--- src/rtl/axi_to_ready_valid.sv ---
// AXI4-Lite slave that forwards single-beat accesses to word 0 onto a user-side
// ready/valid port "A"; the AXI response waits for the user side to finish.
module axi_to_ready_valid #(
    parameter int DATA_W = 32,
    parameter int ADDR_W = 4
) (
    input  logic              S00_AXI_aclk,
    input  logic              S00_AXI_aresetn,
    input  logic [ADDR_W-1:0] S00_AXI_awaddr,
    input  logic              S00_AXI_awvalid,
    output logic              S00_AXI_awready,
    input  logic [DATA_W-1:0] S00_AXI_wdata,
    input  logic              S00_AXI_wvalid,
    output logic              S00_AXI_wready,
    output logic              S00_AXI_bvalid,
    input  logic              S00_AXI_bready,
    output logic [1:0]        S00_AXI_bresp,
    input  logic [ADDR_W-1:0] S00_AXI_araddr,
    input  logic              S00_AXI_arvalid,
    output logic              S00_AXI_arready,
    output logic              S00_AXI_rvalid,
    input  logic              S00_AXI_rready,
    output logic [DATA_W-1:0] S00_AXI_rdata,
    output logic [1:0]        S00_AXI_rresp,
    output logic              A_wvalid_o,
    input  logic              A_wready_i,
    output logic [DATA_W-1:0] A_wdata_o,
    input  logic              A_werror_i,
    output logic              A_rready_o,
    input  logic              A_rvalid_i,
    input  logic [DATA_W-1:0] A_rdata_i,
    input  logic              A_rerror_i
);

    localparam logic [1:0] RESP_OKAY   = 2'b00;
    localparam logic [1:0] RESP_SLVERR = 2'b10;
    localparam logic [1:0] RESP_DECERR = 2'b11;

    typedef enum logic [1:0] {
        W_IDLE,
        W_USER,
        W_RESP
    } w_state_t;

    typedef enum logic [1:0] {
        R_IDLE,
        R_USER,
        R_RESP
    } r_state_t;

    // Only word 0 is backed by the user port; everything else decodes to DECERR.
    function automatic logic is_word0(input logic [ADDR_W-1:0] addr);
        return (addr >> 2) == '0;
    endfunction

    // ------------------------------------------------------------------
    // Write path
    // ------------------------------------------------------------------
    w_state_t          w_state_reg, w_state_next;
    logic              awready_reg, awready_next;
    logic              wready_reg, wready_next;
    logic              aw_done_reg, aw_done_next;
    logic              w_done_reg, w_done_next;
    logic              aw_word0_reg, aw_word0_next;
    logic              a_wvalid_reg, a_wvalid_next;
    logic [DATA_W-1:0] a_wdata_reg, a_wdata_next;
    logic              bvalid_reg, bvalid_next;
    logic [1:0]        bresp_reg, bresp_next;

    logic aw_hs;
    logic w_hs;
    logic aw_have;
    logic w_have;
    logic wr_word0;

    assign aw_hs    = awready_reg & S00_AXI_awvalid;
    assign w_hs     = wready_reg & S00_AXI_wvalid;
    assign aw_have  = aw_done_reg | aw_hs;
    assign w_have   = w_done_reg | w_hs;
    assign wr_word0 = aw_hs ? is_word0(S00_AXI_awaddr) : aw_word0_reg;

    always_ff @(posedge S00_AXI_aclk or negedge S00_AXI_aresetn) begin
        if (!S00_AXI_aresetn) begin
            w_state_reg  <= W_IDLE;
            awready_reg  <= 1'b0;
            wready_reg   <= 1'b0;
            aw_done_reg  <= 1'b0;
            w_done_reg   <= 1'b0;
            aw_word0_reg <= 1'b0;
            a_wvalid_reg <= 1'b0;
            a_wdata_reg  <= '0;
            bvalid_reg   <= 1'b0;
            bresp_reg    <= RESP_OKAY;
        end else begin
            w_state_reg  <= w_state_next;
            awready_reg  <= awready_next;
            wready_reg   <= wready_next;
            aw_done_reg  <= aw_done_next;
            w_done_reg   <= w_done_next;
            aw_word0_reg <= aw_word0_next;
            a_wvalid_reg <= a_wvalid_next;
            a_wdata_reg  <= a_wdata_next;
            bvalid_reg   <= bvalid_next;
            bresp_reg    <= bresp_next;
        end
    end

    always_comb begin
        w_state_next  = w_state_reg;
        awready_next  = awready_reg;
        wready_next   = wready_reg;
        aw_done_next  = aw_done_reg;
        w_done_next   = w_done_reg;
        aw_word0_next = aw_word0_reg;
        a_wvalid_next = a_wvalid_reg;
        a_wdata_next  = a_wdata_reg;
        bvalid_next   = bvalid_reg;
        bresp_next    = bresp_reg;

        case (w_state_reg)
            W_IDLE: begin
                // AW and W are collected independently; either may arrive first.
                if (aw_hs) begin
                    awready_next  = 1'b0;
                    aw_done_next  = 1'b1;
                    aw_word0_next = is_word0(S00_AXI_awaddr);
                end else if (!aw_done_reg) begin
                    awready_next = 1'b1;
                end

                if (w_hs) begin
                    wready_next  = 1'b0;
                    w_done_next  = 1'b1;
                    a_wdata_next = S00_AXI_wdata;
                end else if (!w_done_reg) begin
                    wready_next = 1'b1;
                end

                if (aw_have && w_have) begin
                    aw_done_next = 1'b0;
                    w_done_next  = 1'b0;
                    awready_next = 1'b0;
                    wready_next  = 1'b0;
                    if (wr_word0) begin
                        w_state_next  = W_USER;
                        a_wvalid_next = 1'b1;
                    end else begin
                        w_state_next = W_RESP;
                        bvalid_next  = 1'b1;
                        bresp_next   = RESP_DECERR;
                    end
                end
            end

            W_USER: begin
                if (A_wready_i) begin
                    a_wvalid_next = 1'b0;
                    bvalid_next   = 1'b1;
                    bresp_next    = A_werror_i ? RESP_SLVERR : RESP_OKAY;
                    w_state_next  = W_RESP;
                end
            end

            W_RESP: begin
                if (S00_AXI_bready) begin
                    bvalid_next  = 1'b0;
                    awready_next = 1'b1;
                    wready_next  = 1'b1;
                    w_state_next = W_IDLE;
                end
            end

            default: begin
                w_state_next  = W_IDLE;
                awready_next  = 1'b0;
                wready_next   = 1'b0;
                aw_done_next  = 1'b0;
                w_done_next   = 1'b0;
                a_wvalid_next = 1'b0;
                bvalid_next   = 1'b0;
            end
        endcase
    end

    // ------------------------------------------------------------------
    // Read path (fully independent of the write path)
    // ------------------------------------------------------------------
    r_state_t          r_state_reg, r_state_next;
    logic              arready_reg, arready_next;
    logic              a_rready_reg, a_rready_next;
    logic              rvalid_reg, rvalid_next;
    logic [DATA_W-1:0] rdata_reg, rdata_next;
    logic [1:0]        rresp_reg, rresp_next;

    logic ar_hs;

    assign ar_hs = arready_reg & S00_AXI_arvalid;

    always_ff @(posedge S00_AXI_aclk or negedge S00_AXI_aresetn) begin
        if (!S00_AXI_aresetn) begin
            r_state_reg  <= R_IDLE;
            arready_reg  <= 1'b0;
            a_rready_reg <= 1'b0;
            rvalid_reg   <= 1'b0;
            rdata_reg    <= '0;
            rresp_reg    <= RESP_OKAY;
        end else begin
            r_state_reg  <= r_state_next;
            arready_reg  <= arready_next;
            a_rready_reg <= a_rready_next;
            rvalid_reg   <= rvalid_next;
            rdata_reg    <= rdata_next;
            rresp_reg    <= rresp_next;
        end
    end

    always_comb begin
        r_state_next  = r_state_reg;
        arready_next  = arready_reg;
        a_rready_next = a_rready_reg;
        rvalid_next   = rvalid_reg;
        rdata_next    = rdata_reg;
        rresp_next    = rresp_reg;

        case (r_state_reg)
            R_IDLE: begin
                if (ar_hs) begin
                    arready_next = 1'b0;
                    if (is_word0(S00_AXI_araddr)) begin
                        r_state_next  = R_USER;
                        a_rready_next = 1'b1;
                    end else begin
                        r_state_next = R_RESP;
                        rvalid_next  = 1'b1;
                        rdata_next   = '0;
                        rresp_next   = RESP_DECERR;
                    end
                end else begin
                    arready_next = 1'b1;
                end
            end

            R_USER: begin
                if (A_rvalid_i) begin
                    a_rready_next = 1'b0;
                    rvalid_next   = 1'b1;
                    rdata_next    = A_rdata_i;
                    rresp_next    = A_rerror_i ? RESP_SLVERR : RESP_OKAY;
                    r_state_next  = R_RESP;
                end
            end

            R_RESP: begin
                if (S00_AXI_rready) begin
                    rvalid_next  = 1'b0;
                    arready_next = 1'b1;
                    r_state_next = R_IDLE;
                end
            end

            default: begin
                r_state_next  = R_IDLE;
                arready_next  = 1'b0;
                a_rready_next = 1'b0;
                rvalid_next   = 1'b0;
            end
        endcase
    end

    assign S00_AXI_awready = awready_reg;
    assign S00_AXI_wready  = wready_reg;
    assign S00_AXI_bvalid  = bvalid_reg;
    assign S00_AXI_bresp   = bresp_reg;
    assign S00_AXI_arready = arready_reg;
    assign S00_AXI_rvalid  = rvalid_reg;
    assign S00_AXI_rdata   = rdata_reg;
    assign S00_AXI_rresp   = rresp_reg;
    assign A_wvalid_o      = a_wvalid_reg;
    assign A_wdata_o       = a_wdata_reg;
    assign A_rready_o      = a_rready_reg;

endmodule

--- config.mk ---
export PLATFORM = sky130hd
export DESIGN_NAME = axi_to_ready_valid
export DESIGN_NICKNAME = d
export VERILOG_FILES = /design/src/rtl/axi_to_ready_valid.sv
export SDC_FILE = /design/constraint.sdc
export NUM_CORES = 1
export LEC_CHECK = 0
export ABC_AREA = 0
export CORE_UTILIZATION = 30
export CTS_BUF_LIST = sky130_fd_sc_hd__clkbuf_8
export DETAILED_ROUTE_END_ITERATION = 6
export GPL_TIMING_DRIVEN = 0
export SYNTH_ARGS = -nofsm -noshare
export SYNTH_HDL_FRONTEND = slang
export SYNTH_SLANG_ARGS = --single-unit
--- constraint.sdc ---
create_clock -name S00_AXI_aclk -period 1.9 [get_ports S00_AXI_aclk]
set_clock_uncertainty 0.15 [all_clocks]
set_input_delay 0.38 -clock S00_AXI_aclk [delete_from_list [all_inputs] [get_ports S00_AXI_aclk]]
set_output_delay 0.38 -clock S00_AXI_aclk [all_outputs]
set_load 0.01 [all_outputs]
# --- Word level (Yosys, flattened, before mapping) ---
# Cells that the tools add are included.
classes:
  eq_ne: 18
  mux: 61
  bitwise_logic: 10
  n_reduce_logical: 22
op_table:
  columns: ["op", "n"]
  rows:
  - ["$mux 32", 3]
  - ["$pmux 32 s2", 1]
  - ["$mux 2", 16]
  - ["$mux 1", 28]
  - ["$reduce_and 4->1", 6]
  - ["$pmux 1 s3", 7]
  - ["$ne 2x2->1 const B", 10]
  - ["$pmux 2 s3", 2]
  - ["$reduce_and 3->1", 4]
  - ["$logic_not 4->1", 2]
  - ["$ne 4x4->1 const B", 2]
  - ["$pmux 2 s2", 2]
  - ["$reduce_and 2->1", 4]
  - ["$ne 3x3->1 const B", 2]
  - ["$not 1->1", 5]
  - ["$eq 2x1->1 const B", 2]
  - ["$eq 2x2->1 const B", 2]
  - ["$logic_not 2->1", 2]
  - ["$pmux 1 s2", 2]
  - ["$reduce_bool 2->1", 2]
  - ["$and 1x1->1", 3]
  - ["$or 1x1->1", 2]
  - ["$reduce_or 2->1", 1]
  - ["$logic_and 1x1->1", 1]
totals:
  register_bits: 82
  inputBits: 83

# --- Depth between registers and ports, before layout ---
depth:
  word_depth: 5
  depth_mapped: 7

# --- Worst setup path after synthesis ---
# No wires, ideal clock.
synth_timing:
  kind: "register to register"
  start: "register r_state_reg[0]"
  end: "register rdata_reg[10], in the netlist S00_AXI_rdata[10]"
  setup_ps: 121
  t_arrival_ps: 1455
  t_required_ps: 1629
  setup_slack_ps: 174
  path_stages_with_launch: 7
  cell_sequence: "dfrtp_1 -> buf_6 -> o31a_1 -> or2_1 -> buf_6 -> buf_6 -> a22o_1"
synth_between:
  elab_chain_len: 3
  elab_cells_between_ends: 8
synth_lines:
  columns: ["item", "line", "rtl"]
  rows:
  - ["start: declaration", "188", "r_state_t r_state_reg, r_state_next;"]
  - ["start signal: assignment", "208", "r_state_reg <= r_state_next;"]
  - ["$eq 2x1->1 or $logic_not 2->1 (tied branches)", "225", "case (r_state_reg)"]
  - ["$ne 2x2->1 (no line) or $reduce_bool 2->1 (tied branches)", null, null]
  - ["$reduce_and 4->1 (no line)", null, null]
  - ["end signal: assignment", "212", "rdata_reg <= rdata_next;"]
  - ["end: declaration", "192", "logic [DATA_W-1:0] rdata_reg, rdata_next;"]
# Parallel ways exist; a longest one is shown, timed or not.
# A chain may end at the register's enable or synchronous reset.

# --- Worst setup path in the final report ---
layout_timing:
  start: "input S00_AXI_araddr[2]"
  end: "register rdata_reg[14], in the netlist S00_AXI_rdata[14]"
layout_between:
  elab_chain_len: 3
layout_lines:
  columns: ["item", "line", "rtl"]
  rows:
  - ["start: declaration", "18", "input logic [ADDR_W-1:0] S00_AXI_araddr,"]
  - ["$logic_not 4->1", "53", "return (addr >> 2) == '0;"]
  - ["$ne 2x2->1 (no line)", null, null]
  - ["$reduce_and 4->1 (no line)", null, null]
# No other way between the ends.

==> impl_metrics.toml <==
[outcome]
status = "complete, no violations"

[critical_path]
path_buf_inv = 3
path_max_fanout = 10
slowest_delay_ns = 0.47
critical_path_class = "input pin to flop"
r2r_start = "r_state_reg[0]$_DFFE_PN0P_"
critical_path_required_ns = 1.98
cp-startpoint = "S00_AXI_araddr[2]"
cp.arrival_ns = 1.92
crit_cells = 7
worst_setup_path_end_kind = "flop"
crit_family = "buffers and inverters"
slowest_stage = "clkdlybuf4s50_1"
start_kind = "input pin"
crit_chain = "clkdlybuf4s50_1 > nor2_1 > o31a_1 > or2_1 > buf_6 > buf_6 > a22o_1"
worst-r2r-cell-count = 6
cpMostUsedCell = "buf_6"

[logic_synthesis]
yosys-top-cells-area = "dfrtp_1 (63%), mux2_2 (9.0%), a22o_1 (8.6%)"
yosysWarnings = 0
synth_top_flop_cell = "dfrtp_1"
synth_edf_count = 0
synth_xor_area_share_pct = 0
synthDistinctLibCells = 34
synth_area_um2 = 3261
synthSimpleGateAreaFrac_pct = 5.449
synth_common_cells = "dfrtp_1 (82), a22o_1 (32), mux2_2 (26)"
synth-compound-area-share_pct = 15.85
synthArstFlopShare_pct = 100.0
avgSynthCellArea_um2 = 13.53
synth_top_family_by_area = "compound AO/OA/AOI/OAI gates"
ys_seq_area_share_pct = 62.93
synth_fa_ha_area_share_pct = 1.151
synth_seq_cells = 82
syn_inst = 241
synth.top_cell.area_share_pct = 62.93
synth_top_area_cell = "dfrtp_1"
synth_most_common_cell = "dfrtp_1"
synth_nets = 327
synth_mux_area_share_pct = 11.05

[timing]
hold_viol = 0
fin_hold_ws_ns = 0.3465
tightestPinTransition_ns = 0.4663
setup_viol = 0
fin_ws_ns = 0.06045
rsz0062_at_grt = "false"
max_clock_freq_ghz = 0.5436
fin_crit_sh_pct = 96.82
finalCriticalPeriod_ns = 1.840
maxSlewHeadroom_pct = 68.58
drv_slew = 0

[place]
portBuffers = 153
post-dp-hpwl_mm = 5.816
place_congestion = 0.7157
pre_cts_ws_ns = -0.3568

[drt]
num_vias = 2527
routedWlPerCell_um = 14.53
drt_pass1_iterations = 4
drt-initial-drc-count = 81
route.detailed.drc = 0
drtAntennaViolNets = 0
viasPerCell = 4.603
routed_wl_mm = 7.979

[clock_tree]
insertion_delay_ns = 0.35
clk_pin_slew_ns = 0.08
ctsRootBufferMaster = "clkbuf_8"
htree_levels = 3
clockBufferDepth = 2
cts_tree = "yes"
cts_buffers = 9
cts_sinks = 82

[pwr]
irDropWorstVdd_uv = 588.2
netSwitchingFraction_pct = 31.09
combPwrFrac_pct = 45.5
power_frac_seq_pct = 36.4
power_leakage_nw = 2.267
power.share.clock_pct = 18.1
finalPower_mw = 7.772
p_int_mw = 5.356
switching_power_mw = 2.416
powerDensity_nw_per_um2 = 1482

[floorplan]
start_util_pct = 31.30
core_um2 = 10420
die_y_um = 106.3
io_pins = 158
die_w_um = 106.3
num_rows = 37
die_area_um2 = 11290

[hold_path]
worst_hold_path.num_cells = 1
hold_path.class = "flop to flop"
hp-start = "A_wdata_o[2]$_DFFE_PN0P_"

[finish]
antenna_cells = 0
drive_above_1_share_pct = 13.80
syn2layout_area_growth_pct = 60.86
nFillCells = 940
nNetsFinal = 495
finish.utilization_pct = 50.35

[grt]
grt_util_all_layers_pct = 14.70
grt_pass1_vias = 2581
grt_max_degree = 50
antenna_found_initial = 0
grt_overflow = 0
grt_first_pass_wirelength_mm = 12.86

[job]
maxCapViolations = 0
[what timing repair did]
item | in CTS | in global routing
endpoints found under the setup margin | 1 | 33
resized for setup | 0 | 10
endpoints found under the hold margin | 33 | 0
setup buffers | 1 | 1
hold buffers | 1 | 0
[through the flow]
step                setup TNS (ns)  instances  instance area, µm²
floorplan                        0        241                3261
global placement           -240.05        530                4962
detailed placement          -16.28        531                4987
CTS                              0        548                5224
global route                     0        549                5245
finish                           0        549                5245
[final cells by class]
cell class	instances	area, µm²	share of cell area, %
flip-flops and latches	82	2052	39.12
multi-input cells	139	1099	20.94
well taps	136	170.2	3.244
repair buffers	157	1584	30.20
plain buffers	13	95.09	1.813
clock buffers	11	151.4	2.886
clock inverters	4	67.56	1.288
inverters	7	26.28	0.5010
[cells in the final DEF (no fill, tap or decap), types with 3 or more instances in the layout]
cell / instances
a21oi_1: 14
a22o_1: 32
buf_2: 3
buf_4: 3
buf_6: 5
clkbuf_2: 4
clkbuf_8: 11
clkdlybuf4s50_1: 151
dfrtp_1: 82
ha_1: 3
inv_1: 9
mux2_1: 6
mux2_2: 26
nand2_1: 8
nand2b_1: 3
nor2_1: 15
nor2b_1: 3
o21ai_0: 3
o21ai_1: 4
[cell families (layout without fill, tap and decap cells)]
family | after synthesis | after routing
AOI/OAI and AO/OA | 67 | 67
and+or+nand+nor | 37 | 37
adders and majority gates | 3 | 3
DFF | 82 | 82
buffers and inverters | 20 | 192
muxes | 32 | 32
[power by group through the flow]
stage                     clock network [mW]  logic [mW]  registers, mW
after CTS                               1.45        3.57           2.84
after global routing                    1.52        3.82           2.93
after floorplan                            0        1.38           3.16
after global placement                     0        3.48           2.85
after detailed placement                   0        3.53           2.87
final                                   1.40        3.54           2.83
[worst paths after layout]
| kind | slack [ns] | end |
|---|---|---|
| setup / recovery | 0.06 | S00_AXI_rdata[14]$_DFFE_PN0P_ |
| hold / removal | 0.35 | A_wdata_o[2]$_DFFE_PN0P_ |
| setup reg to reg | 0.08 | S00_AXI_rdata[14]$_DFFE_PN0P_ |
| hold reg to reg | 0.35 | A_wdata_o[2]$_DFFE_PN0P_ |
| max in group asynchronous | 0.62 | S00_AXI_rdata[21]$_DFFE_PN0P_ |
| min in group asynchronous | 0.37 | S00_AXI_bvalid$_DFFE_PN0P_ |
[per-layer routing]
metal / part of all wire, % / up-vias / wire, µm / GRT usage, %
li1: - / 1213 / - / -
met1: 46 / 1208 / 3679 / 19.61
met2: 44 / 94 / 3490 / 21.52
met3: 8.0 / 12 / 642 / 4.353
met4: 2.1 / 0 / 168 / 7.540
met5: 0 / - / 0 / 0
Power figures use the tool's default switching activity.
==> RTL change 1: new RTL, same settings <==
Set the parameter `ADDR_W` to 6 (it was 4).
--- a/src/rtl/axi_to_ready_valid.sv
+++ b/src/rtl/axi_to_ready_valid.sv
@@ -2,7 +2,7 @@
 // ready/valid port "A"; the AXI response waits for the user side to finish.
 module axi_to_ready_valid #(
     parameter int DATA_W = 32,
-    parameter int ADDR_W = 4
+    parameter int ADDR_W = 6
 ) (
     input  logic              S00_AXI_aclk,
     input  logic              S00_AXI_aresetn,
Ports: changed (resized S00_AXI_araddr and S00_AXI_awaddr); port bits go from 158 to 162. The function was not compared with the original's and may differ.
==> RTL change 1 against the unedited design <==
- synthesized cell count grew 1.7%
- sequential cell count unchanged
- clock power is 6% higher
- via count increased by 0.99%
- total power fell by 12%
- combinational power shrank 21%
- cell count rose by 1.1%
- setup slack gained 0.0021 ns
- routed wire length grew 1.6%
- synthesized area stayed put
- final area rose by 0.81%
- critical path type is now register to output port
- largest cell class unchanged
==> RTL change 1: results (changes against the unedited design) <==
status finished, final reports clean (unchanged); first-pass GRT wire length 12900 um (about the same); nets 505 (was 495); met2 usage 0.241 (was 0.215); max incr delay on CP 0.56 ns (was 0.47 ns); worst reg-to-reg path cell count 5 (was 6); met2 routed wirelength 4030 um (was 3490 um); crit path max fanout 5 (was 10); port buffer count 157 (was 153); Power Combinational 2.79 mW (was 3.54 mW); reg-to-reg startpoint w_state_reg[0] (was r_state_reg[0]); met3 Usage GRT 0.0392 (was 0.0435); post-route clock period utilization 0.967 (was 0.968); worst hold slack 0.291 ns (was 0.346 ns); commonest cells in the netlist 82 x dfrtp_1, 32 x a22o_1, 32 x mux2_2 (was 82 x dfrtp_1, 32 x a22o_1, 26 x mux2_2); Setup WS pre-CTS -0.341 ns (was -0.357 ns); Clock Latency Late Sink 0.33 ns (was 0.35 ns); pin count of the biggest net entering global routing 68 (was 50); compound-gate portion of the synthesized area 0.145 (was 0.158); GP Congestion 0.776 (was 0.716); Cells after Synth 245 (was 241); dpl hpwl 5950 um (was 5820 um); Placed Cells 539 (was 531); Sw Share 0.302 (was 0.311); post-synthesis mux area share 0.118 (was 0.111); share of layout cells above drive strength 1 0.150 (was 0.138); syn nets 335 (was 327); Max VDD drop 0.541 mV (was 0.588 mV); Avg Vias per Cell 4.60 (about the same); worst slew pin tran 0.456 ns (was 0.466 ns); vias in the first global route 2625 (was 2581)
-- RTL change 1: changes by cell type in the layout (fill, tap and decap cells not counted), moves of 3 or more --
cell,before,now
buf_6,5,0
o21ai_0,3,6
mux2_1,6,0
mux2_2,26,32
o21ai_1,4,1
nand3_1,0,3
clkdlybuf4s50_1,151,155
-- RTL change 1: final cells by class --
cell class              count  area [sq um]
fillers                   954          5130
clock inverters             6           108
flip-flops and latches     82          2050
repair buffers            159          1610
multi-input cells         144          1130
plain buffers              12          67.6
well taps                 136           170
clock buffers               9           124
inverters                   7          26.3
-- RTL change 1: what timing repair did --
action,CTS,global route
hold endpoints to repair,15,0
hold buffers,1,0
gates resized for setup,0,8
endpoints found under the setup margin,0,48
-- RTL change 1: cell families (layout without fill, tap and decap cells) --
logic type | Yosys count | after routing
buffers and inverters | 19 | 193
AND/OR/NAND/NOR | 44 | 44
AO/OA/AOI/OAI | 63 | 63
multiplexers | 34 | 34
flip-flops | 82 | 82
adder cells (fa/ha/maj) | 3 | 3
==> RTL change 2: new RTL, same flow settings <==
Without the edit above. Make the reset (`S00_AXI_aresetn`) synchronous in 2 clocked blocks.
--- a/src/rtl/axi_to_ready_valid.sv
+++ b/src/rtl/axi_to_ready_valid.sv
@@ -79,7 +79,7 @@
     assign w_have   = w_done_reg | w_hs;
     assign wr_word0 = aw_hs ? is_word0(S00_AXI_awaddr) : aw_word0_reg;
 
-    always_ff @(posedge S00_AXI_aclk or negedge S00_AXI_aresetn) begin
+    always_ff @(posedge S00_AXI_aclk) begin
         if (!S00_AXI_aresetn) begin
             w_state_reg  <= W_IDLE;
             awready_reg  <= 1'b0;
@@ -196,7 +196,7 @@
 
     assign ar_hs = arready_reg & S00_AXI_arvalid;
 
-    always_ff @(posedge S00_AXI_aclk or negedge S00_AXI_aresetn) begin
+    always_ff @(posedge S00_AXI_aclk) begin
         if (!S00_AXI_aresetn) begin
             r_state_reg  <= R_IDLE;
             arready_reg  <= 1'b0;
Function: differs if S00_AXI_aresetn is asserted again (counterexample within 4 cycles, from zero or initial values and one cycle with S00_AXI_aresetn low); with S00_AXI_aresetn held inactive, the same outputs for 10 cycles.
==> RTL change 2 against the unedited design <==
- register-to-register slack gained 0.07 ns
- setup slack gained 0.026 ns
- final area shrank 2.9%
- largest cell class is now non-clock buffers
- sequential cell count is the same
- count of clock-buffer cells in the layout is the same
- core utilization shrank 0.80 points
- global-route usage grew 1.4 points
- die area shrank 3.2%
- maximum frequency grew 1.4%
- routed wire length grew 8.4%
- synthesized area shrank 3.3%
Power is not compared: it rests on default switching activity, and its combinational part moved more than twofold at a synthesized area within 25%.
==> RTL change 2: results (changes against the unedited design) <==
Synth cell types 42 (was 34); sequential cell area fraction in the yosys report 0.520 (was 0.629); WP data arrival 1.28 ns (was 1.92 ns); crit path max fanout 4 (was 10); hold path start A_wdata_o[21] (was A_wdata_o[2]); FF-to-FF setup slack 0.15 ns (was 0.08 ns); reg-to-reg startpoint w_state_reg[0] (was r_state_reg[0]); Total GRT Usage 0.161 (was 0.147); post-CTS setup buffer count 0 (was 1); DP Area 4860 sq um (was 4990 sq um); post-synthesis mux area share 0.0115 (was 0.111); nets 581 (was 495); WL final 8650 um (was 7980 um); Avg Cell Area, Syn 9.53 sq um (was 13.5 sq um); share of layout cells above drive strength 1 0.0880 (was 0.138); syn nets 417 (was 327); Avg Vias per Cell 4.68 (was 4.60); adder-cell area share of the yosys netlist 0.0119 (was 0.0115); worst r2r dst A_wdata_o[13] (was S00_AXI_rdata[14]); compound-gate portion of the synthesized area 0.248 (was 0.158); Fill cells 1010 (was 940); status finished, final reports clean (unchanged); pin count of the biggest net entering global routing 14 (was 50); max incr delay on CP 0.56 ns (was 0.47 ns); setup ws final 0.0863 ns (was 0.0604 ns); dpl hpwl 6380 um (was 5820 um); Synth area leaders dfxtp_1 52%, a22o_1 8.9%, nand2_1 8.7% (was dfrtp_1 63%, mux2_2 9.0%, a22o_1 8.6%); Setup WS pre-CTS -0.405 ns (was -0.357 ns)
-- RTL change 2: repair_timing --
action | CTS | global route
hold buffers | 0 | 0
gates resized for setup | 2 | 19
endpoints found under the setup margin | 5 | 46
-- RTL change 2: worst max-delay path by stage --
stage | from | to | depth (start not counted)
floorplan | S00_AXI_arready | S00_AXI_rdata[10] | 6
global placement | S00_AXI_aresetn | aw_done_reg | 5
detailed placement | S00_AXI_aresetn | aw_done_reg | 5
CTS | S00_AXI_wready | S00_AXI_wready | 1
global route | w_state_reg[0] | A_wdata_o[13] | 7
finish | S00_AXI_arready | S00_AXI_arready | 1
-- RTL change 2: layout make-up --
cell class              instances  area [sq um]  area share
flip-flops and latches         82          1640       0.322
repair buffers                153          1540       0.302
multi-input cells             222          1380       0.270
well taps                     136           170      0.0334
clock buffers                  11           151      0.0297
plain buffers                  23           149      0.0292
clock inverters                 5          53.8      0.0106
inverters                       4          15.0     0.00295
-- RTL change 2: kinds of logic (layout without fill, tap and decap cells) --
kind of cell               count (synthesis)  count (layout)
AOI/OAI and AO/OA                        100             100
adders and majority gates                  3               3
buffers and inverters                     27             196
and+or+nand+nor                          116             116
muxes                                      3               3
DFF                                       82              82
-- RTL change 2: where the power goes --
part | internal, mW | switching (mW)
clock | 0.673 | 0.630
sequential | 1.90 | 0.119
combinational | 0.672 | 0.594
total | 3.24 | 1.34
-- RTL change 2: routing by layer --
layer  share of wire  track usage  routed length (um)
met5               0            0                   0
met4          0.0091       0.0439                  79
met3            0.10       0.0667                 862
met2            0.45        0.256                3890
met1            0.44        0.200                3820
